## src/rtl/elevator_pkg.sv

```systemverilog
// -----------------------------------------------------------------------------
// elevator_pkg
// Shared types and helpers for the SCAN elevator controller.
//   state_t    : controller state (idle, moving, door open)
//   dir_t      : travel direction
//   any_beyond : true when any request bit lies strictly above (DIR_UP) or
//                strictly below (DIR_DOWN) a given floor index
// -----------------------------------------------------------------------------
package elevator_pkg;

  // Largest supported building; request vectors are zero-extended to this
  // width so one helper serves every NUM_FLOORS.
  localparam int MAX_FLOORS = 16;
  localparam int MAX_IDX_W  = 4;

  typedef enum logic [1:0] {
    S_IDLE,
    S_MOVE,
    S_DOOR
  } state_t;

  typedef enum logic {
    DIR_UP,
    DIR_DOWN
  } dir_t;

  function automatic logic any_beyond(input logic [MAX_FLOORS-1:0] req,
                                      input logic [MAX_IDX_W-1:0]  idx,
                                      input dir_t                  dir);
    logic hit;
    hit = 1'b0;
    for (int i = 0; i < MAX_FLOORS; i++) begin
      if (req[i]) begin
        if ((dir == DIR_UP) && (i > int'(idx))) hit = 1'b1;
        if ((dir == DIR_DOWN) && (i < int'(idx))) hit = 1'b1;
      end
    end
    return hit;
  endfunction

endpackage

```

## src/rtl/elevator_timer.sv

```systemverilog
// -----------------------------------------------------------------------------
// elevator_timer
// Loadable down-counter shared by travel and door dwell timing. A load takes
// priority; otherwise the count decrements and holds at zero.
// Ports:
//   i_clock     : system clock
//   i_reset_n   : asynchronous active-low reset (count -> 0)
//   i_load      : load i_load_val on the next edge
//   i_load_val  : value to load
//   o_zero      : count is zero
// -----------------------------------------------------------------------------
module elevator_timer #(
  parameter int WIDTH = 3
) (
  input  logic             i_clock,
  input  logic             i_reset_n,
  input  logic             i_load,
  input  logic [WIDTH-1:0] i_load_val,
  output logic             o_zero
);

  logic [WIDTH-1:0] r_count;

  always_ff @(posedge i_clock or negedge i_reset_n) begin
    if (!i_reset_n) begin
      r_count <= '0;
    end else if (i_load) begin
      r_count <= i_load_val;
    end else if (r_count != '0) begin
      r_count <= r_count - WIDTH'(1);
    end
  end

  assign o_zero = (r_count == '0);

endmodule

```

## src/rtl/elevator_scan.sv

```systemverilog
// -----------------------------------------------------------------------------
// elevator_scan
// N-floor elevator controller with latched floor requests and a SCAN
// scheduler: the car keeps its direction while requests remain ahead,
// serves every requested floor it passes, and reverses only when nothing
// is left ahead.
// Ports:
//   i_clock          : system clock
//   i_reset_n        : asynchronous active-low reset
//   i_req            : per-floor request buttons (one cycle latches a floor)
//   o_current_floor  : floor the car is at or last passed
//   o_moving_up      : car travelling up this cycle
//   o_moving_down    : car travelling down this cycle
//   o_door_open      : door open this cycle
//   o_pending        : latched requests not yet served
// -----------------------------------------------------------------------------
module elevator_scan
  import elevator_pkg::*;
#(
  parameter int NUM_FLOORS    = 8,
  parameter int TRAVEL_CYCLES = 5,
  parameter int DOOR_CYCLES   = 3,
  localparam int FLOOR_W      = $clog2(NUM_FLOORS)
) (
  input  logic                  i_clock,
  input  logic                  i_reset_n,
  input  logic [NUM_FLOORS-1:0] i_req,
  output logic [FLOOR_W-1:0]    o_current_floor,
  output logic                  o_moving_up,
  output logic                  o_moving_down,
  output logic                  o_door_open,
  output logic [NUM_FLOORS-1:0] o_pending
);

  localparam int TMR_MAX = (TRAVEL_CYCLES > DOOR_CYCLES) ? TRAVEL_CYCLES : DOOR_CYCLES;
  localparam int TMR_W   = $clog2(TMR_MAX + 1);
  localparam logic [TMR_W-1:0] TRAVEL_LD = TMR_W'(TRAVEL_CYCLES - 1);
  localparam logic [TMR_W-1:0] DOOR_LD   = TMR_W'(DOOR_CYCLES - 1);

  state_t                  r_state;
  state_t                  w_state_nxt;
  dir_t                    r_dir;
  dir_t                    w_dir_nxt;
  dir_t                    w_dir_rev;
  logic [FLOOR_W-1:0]      r_cur;
  logic [FLOOR_W-1:0]      w_cur_nxt;
  logic [FLOOR_W-1:0]      w_nf;
  logic [NUM_FLOORS-1:0]   r_pending;
  logic [NUM_FLOORS-1:0]   w_req_all;
  logic [NUM_FLOORS-1:0]   w_clear;
  logic [MAX_FLOORS-1:0]   w_req_ext;
  logic [MAX_IDX_W-1:0]    w_cur_ext;
  logic [MAX_IDX_W-1:0]    w_nf_ext;
  logic                    w_ahead_fwd;
  logic                    w_ahead_rev;
  logic                    w_ahead_nf;
  logic                    w_stop_cur;
  logic                    w_stop_nf;
  logic                    w_tmr_load;
  logic [TMR_W-1:0]        w_tmr_val;
  logic                    w_tmr_zero;

  // Live button presses count as requests in the same cycle, so a press
  // coinciding with an arrival still stops the car.
  assign w_req_all = r_pending | i_req;
  assign w_req_ext = MAX_FLOORS'(w_req_all);
  assign w_cur_ext = MAX_IDX_W'(r_cur);

  // Neighbour floor in the travel direction. It is only consumed in MOVE,
  // where a request ahead guarantees it stays inside the building.
  assign w_nf      = (r_dir == DIR_UP) ? (r_cur + FLOOR_W'(1)) : (r_cur - FLOOR_W'(1));
  assign w_nf_ext  = MAX_IDX_W'(w_nf);
  assign w_dir_rev = (r_dir == DIR_UP) ? DIR_DOWN : DIR_UP;

  assign w_ahead_fwd = any_beyond(w_req_ext, w_cur_ext, r_dir);
  assign w_ahead_rev = any_beyond(w_req_ext, w_cur_ext, w_dir_rev);
  assign w_ahead_nf  = any_beyond(w_req_ext, w_nf_ext, r_dir);
  assign w_stop_cur  = w_req_ext[w_cur_ext];
  assign w_stop_nf   = w_req_ext[w_nf_ext];

  // The current floor is cleared on every door cycle, which also swallows
  // repeat presses while the door is already open.
  assign w_clear = (r_state == S_DOOR) ? (NUM_FLOORS'(1) << r_cur) : '0;

  elevator_timer #(
    .WIDTH (TMR_W)
  ) u_timer (
    .i_clock    (i_clock),
    .i_reset_n  (i_reset_n),
    .i_load     (w_tmr_load),
    .i_load_val (w_tmr_val),
    .o_zero     (w_tmr_zero)
  );

  always_ff @(posedge i_clock or negedge i_reset_n) begin
    if (!i_reset_n) begin
      r_state   <= S_IDLE;
      r_dir     <= DIR_UP;
      r_cur     <= '0;
      r_pending <= '0;
    end else begin
      r_state   <= w_state_nxt;
      r_dir     <= w_dir_nxt;
      r_cur     <= w_cur_nxt;
      r_pending <= w_req_all & ~w_clear;
    end
  end

  always_comb begin
    w_state_nxt = r_state;
    w_dir_nxt   = r_dir;
    w_cur_nxt   = r_cur;
    w_tmr_load  = 1'b0;
    w_tmr_val   = '0;
    case (r_state)
      S_IDLE: begin
        if (w_stop_cur) begin
          w_state_nxt = S_DOOR;
          w_tmr_load  = 1'b1;
          w_tmr_val   = DOOR_LD;
        end else if (w_ahead_fwd) begin
          w_state_nxt = S_MOVE;
          w_tmr_load  = 1'b1;
          w_tmr_val   = TRAVEL_LD;
        end else if (w_ahead_rev) begin
          // Reverse only when nothing remains in the current direction.
          w_dir_nxt   = w_dir_rev;
          w_state_nxt = S_MOVE;
          w_tmr_load  = 1'b1;
          w_tmr_val   = TRAVEL_LD;
        end
      end
      S_MOVE: begin
        if (w_tmr_zero) begin
          // Arrival decisions look at the floor being reached, not the one left.
          w_cur_nxt = w_nf;
          if (w_stop_nf) begin
            w_state_nxt = S_DOOR;
            w_tmr_load  = 1'b1;
            w_tmr_val   = DOOR_LD;
          end else if (w_ahead_nf) begin
            w_tmr_load  = 1'b1;
            w_tmr_val   = TRAVEL_LD;
          end else begin
            w_state_nxt = S_IDLE;
          end
        end
      end
      S_DOOR: begin
        if (w_tmr_zero) begin
          w_state_nxt = S_IDLE;
        end
      end
      default: begin
        w_state_nxt = S_IDLE;
      end
    endcase
  end

  assign o_current_floor = r_cur;
  assign o_moving_up     = (r_state == S_MOVE) && (r_dir == DIR_UP);
  assign o_moving_down   = (r_state == S_MOVE) && (r_dir == DIR_DOWN);
  assign o_door_open     = (r_state == S_DOOR);
  assign o_pending       = r_pending;

endmodule

```

## config.mk

```make
export PLATFORM = sky130hd
export DESIGN_NAME = elevator_scan
export DESIGN_NICKNAME = d
export VERILOG_FILES = /design/src/rtl/elevator_pkg.sv /design/src/rtl/elevator_timer.sv /design/src/rtl/elevator_scan.sv
export SDC_FILE = /design/constraint.sdc
export NUM_CORES = 1
export LEC_CHECK = 0
export ABC_AREA = 1
export BUFFER_PORTS_ARGS = -buffer_cell sky130_fd_sc_hd__buf_4
export CORE_AREA = 2 2 85 87
export DETAILED_ROUTE_END_ITERATION = 6
export DIE_AREA = 0 0 87 89
export GPL_TIMING_DRIVEN = 0
export MAX_ROUTING_LAYER = met4
export SLEW_MARGIN = 20
export SYNTH_ARGS = -nofsm -noshare
export SYNTH_HDL_FRONTEND = slang
export SYNTH_HIERARCHICAL = 1
export SYNTH_SLANG_ARGS = --single-unit
```

## constraint.sdc

```tcl
create_clock -name i_clock -period 2.5 [get_ports i_clock]
set_clock_uncertainty 0.15 [all_clocks]
set_input_delay 0.125 -clock i_clock [delete_from_list [all_inputs] [get_ports i_clock]]
set_output_delay 0.125 -clock i_clock [all_outputs]
set_load 0.01 [all_outputs]
```

==> reports/metrics.yaml <==
first_global_vias: 1613
slew_headroom: 0.646
die_y_um: 89
final_stage_net_count: 332
longest_clk_path_bufs: 2
setup.worst_path.start_class: "register"
detail_route.drc_violations: 0
antenna_violations_before_repair: 0
cts.root.buffer_cell: "sky130_fd_sc_hd__clkbuf_8"
power.static_leakage_nw: 1.12
start_util: 0.237
max_cap_violations: 0
p_seq_frac: 0.176
internal-power_mw: 1.27
clock_tree.htree_level_count: 1
final-hold-violation-count: 0
rr_endpoint: "u_timer/r_count[1]$_DFFE_PN0P_"
powerDensity_nw_per_um2: 1190
synthesis.area_um2: 1590
fp.dieArea_um2: 7740
final_cell_count_no_fill: 392
worstHoldEndpoint: "o_pending[2]$_DFF_PN0_"
worst_hold_startpoint: "i_req[2]"
ys_ff_latch: 17
combPwrFrac: 0.743
rr_startpoint: "o_current_floor[0]$_DFFE_PN0P_"
finalSetupViolations: 0
synthToLayoutAreaGrowth_pct: 37.9
rsz0062_at_grt: "yes"
timing.critical_path.to_type: "register"
syn_avg_cell_area_um2: 5.99
holdCritPathClass: "input pin to register"
route.antenna.remaining_nets: 0
totalWireLength_um: 5020
die_width_um: 87
cts.reportedPaths.clkPinSlew_ns: 0.07
number_of_clock_buffers_inserted_by_tritoncts: 3
final-max-slew-violation-count: 0
r2r_setup_slack_ns: 0.12
fill_cells: 730
finalCritPeriodShare: 0.953
post_route_cells_drive_above_1_share: 0.288
clkSinkCount: 17
grt_util_all_layers: 0.132
power.switching_mw: 1.34
worst-r2r-cell-count: 17
worstMarginPinSlew_ns: 0.528
detail_route.first_pass.iterations: 4
finalCriticalPeriod_ns: 2.38
post_drt_wl_per_cell_um: 12.8
ys_seq_area_frac: 0.267
drtIter0Drc: 149
seqCellArea_um2: 428
final_cell_mix: "79 x sky130_fd_sc_hd__nand2_1, 43 x sky130_fd_sc_hd__buf_4, 28 x sky130_fd_sc_hd__nor2_1, 26 x sky130_fd_sc_hd__inv_1, 16 x sky130_fd_sc_hd__o21ai_0"
min_path_cells: 3
ir_drop_v: 0.000474
detailroute.via_count: 1835
timing.final.ws_setup_ns: 0.118
grt_first_pass_wirelength_um: 7820
coreArea_um2: 6720
switching_share: 0.512
tns_ns: 0
globalRoute.totalOverflow: 0
mostFrequentLayoutCell: "sky130_fd_sc_hd__nand2_1"
multi_input_area_um2: 1100
viasPerCell: 4.68
synth_fp_nets: 285
worst_setup_path_startpoint: "o_current_floor[0]$_DFFE_PN0P_"
max_clock_freq_mhz: 420
yosysWarningCount: 6
preCtsSetupSlack_ns: -0.462
outcome: "finished, final reports clean"
place_inst: 369
synthCells: 266
synthDistinctLibCells: 27
grt_start_max_net_pins: 18
critPathKind: "register to register"
power.clock.fraction: 0.081
hpwlAfterDp_um: 3710
diodes: 0
tritoncts: "yes"
fp-row-count: 30
insertion_delay_ns: 0.25
worst_ep_required_time_ns: 2.50
timing.critical_path.fanout_max: 8
worstPathArrival_ns: 2.38
top_level_i_o_count: 24
gpl.final_weighted_congestion: 0.946
buffer_ports.inserted: 23
total_power_mw: 2.61
-- power by group through the flow --
stage | Combinational [mW] | Sequential [mW] | Clock [mW]
global placement | 1.46 | 0.461 | 0
detailed placement | 1.47 | 0.462 | 0
CTS | 1.67 | 0.451 | 0.219
floorplan | 1.03 | 0.468 | 0
finish | 1.94 | 0.459 | 0.211
global route | 2.17 | 0.467 | 0.229
-- cell usage after synthesis, drive strengths merged --
cell type	number	area, um2
nand2	87	332
inv	38	145
nor2	35	136
o21ai	22	110
dfrtp	17	425
nand3	17	85.1
a21oi	14	70.1
ha	9	113
buf	6	37.5
nand4	5	31.3
o211ai	4	30.0
a31oi	3	18.8
a32oi	1	8.76
clkbuf	1	3.75
clkinv	1	3.75
conb	1	3.75
nand3b	1	7.51
nor3	1	10.0
o21bai	1	7.51
or2	1	6.26
xor2	1	8.76
-- layer usage --
metal | vias to the layer above | global-route usage | part of all wire
li1 | 944 | - | -
met1 | 826 | 0.176 | 0.45
met2 | 63 | 0.212 | 0.48
met3 | 2 | 0.0249 | 0.074
met4 | 0 | 0.0199 | 0.0030
met5 | - | - | 0
-- worst max-delay path, cell delays in order, from the launching register on --
cell and delay [ns]:
sky130_fd_sc_hd__dfrtp_2 0.48, sky130_fd_sc_hd__ha_4 0.20, sky130_fd_sc_hd__ha_4 0.27, sky130_fd_sc_hd__inv_2 0.04
sky130_fd_sc_hd__nand2_4 0.06, sky130_fd_sc_hd__nand3_4 0.11, sky130_fd_sc_hd__nand2_1 0.09, sky130_fd_sc_hd__nand2_1 0.05
sky130_fd_sc_hd__nand2_1 0.05, sky130_fd_sc_hd__nand2_1 0.06, sky130_fd_sc_hd__nor2_2 0.11, sky130_fd_sc_hd__nand3_2 0.13
sky130_fd_sc_hd__nand2_2 0.10, sky130_fd_sc_hd__nand3_4 0.11, sky130_fd_sc_hd__nand2_2 0.10, sky130_fd_sc_hd__o21ai_2 0.05
sky130_fd_sc_hd__nand2_1 0.05, sky130_fd_sc_hd__nand2_1 0.05
-- stage by stage --
stage               utilization  area, um2  hold slack, ns
global route              0.327       2200          0.0792
floorplan                     -       1600          -0.321
finish                    0.327       2200          0.0631
CTS                       0.304       2040          0.0591
detailed placement        0.279       1880          -0.137
global placement          0.279       1880          -0.140
-- worst max path at each step --
| stage | end | cells past startpoint |
|---|---|---|
| 2_1_floorplan | u_timer/r_count[1]$_DFFE_PN0P_ | 19 |
| 3_3_place_gp | u_timer/r_count[1]$_DFFE_PN0P_ | 19 |
| 3_5_place_dp | u_timer/r_count[1]$_DFFE_PN0P_ | 19 |
| 4_1_cts | u_timer/r_count[1]$_DFFE_PN0P_ | 15 |
| 5_1_grt | u_timer/r_count[1]$_DFFE_PN0P_ | 18 |
| 6_report | u_timer/r_count[1]$_DFFE_PN0P_ | 17 |
-- registers in the layout, indices dropped and copies added, names as in the netlist --
signal	count
o_current_floor	3
o_pending	8
r_dir	1
r_state	2
u_timer/r_count	3
-- logic make-up after synthesis --
group | share of synthesized area
other cells | 0.00235
flops | 0.267
fa+ha+maj | 0.0706
buf+inv | 0.119
simple gates | 0.381
xor+xnor | 0.00550
compound gates | 0.154
-- cell type report --
cell class	instances	area share
clock buffers	3	0.0188
inverters	39	0.0734
plain buffers	6	0.0165
repair inverters	1	0.00285
flip-flops and latches	17	0.195
multi-input cells	203	0.500
well taps	80	0.0455
repair buffers	42	0.146
clock inverters	1	0.00228
-- repair_timing --
action | in CTS | in global routing
setup endpoints to repair | 5 | 3
cloned | 1 | 0
gates resized for setup | 15 | 25
pin swaps | 1 | 15
hold buffers | 2 | 0
hold endpoints to repair | 18 | 0
buffers inserted | 6 | 11
No activity file was read; power rests on OpenSTA's default activity.
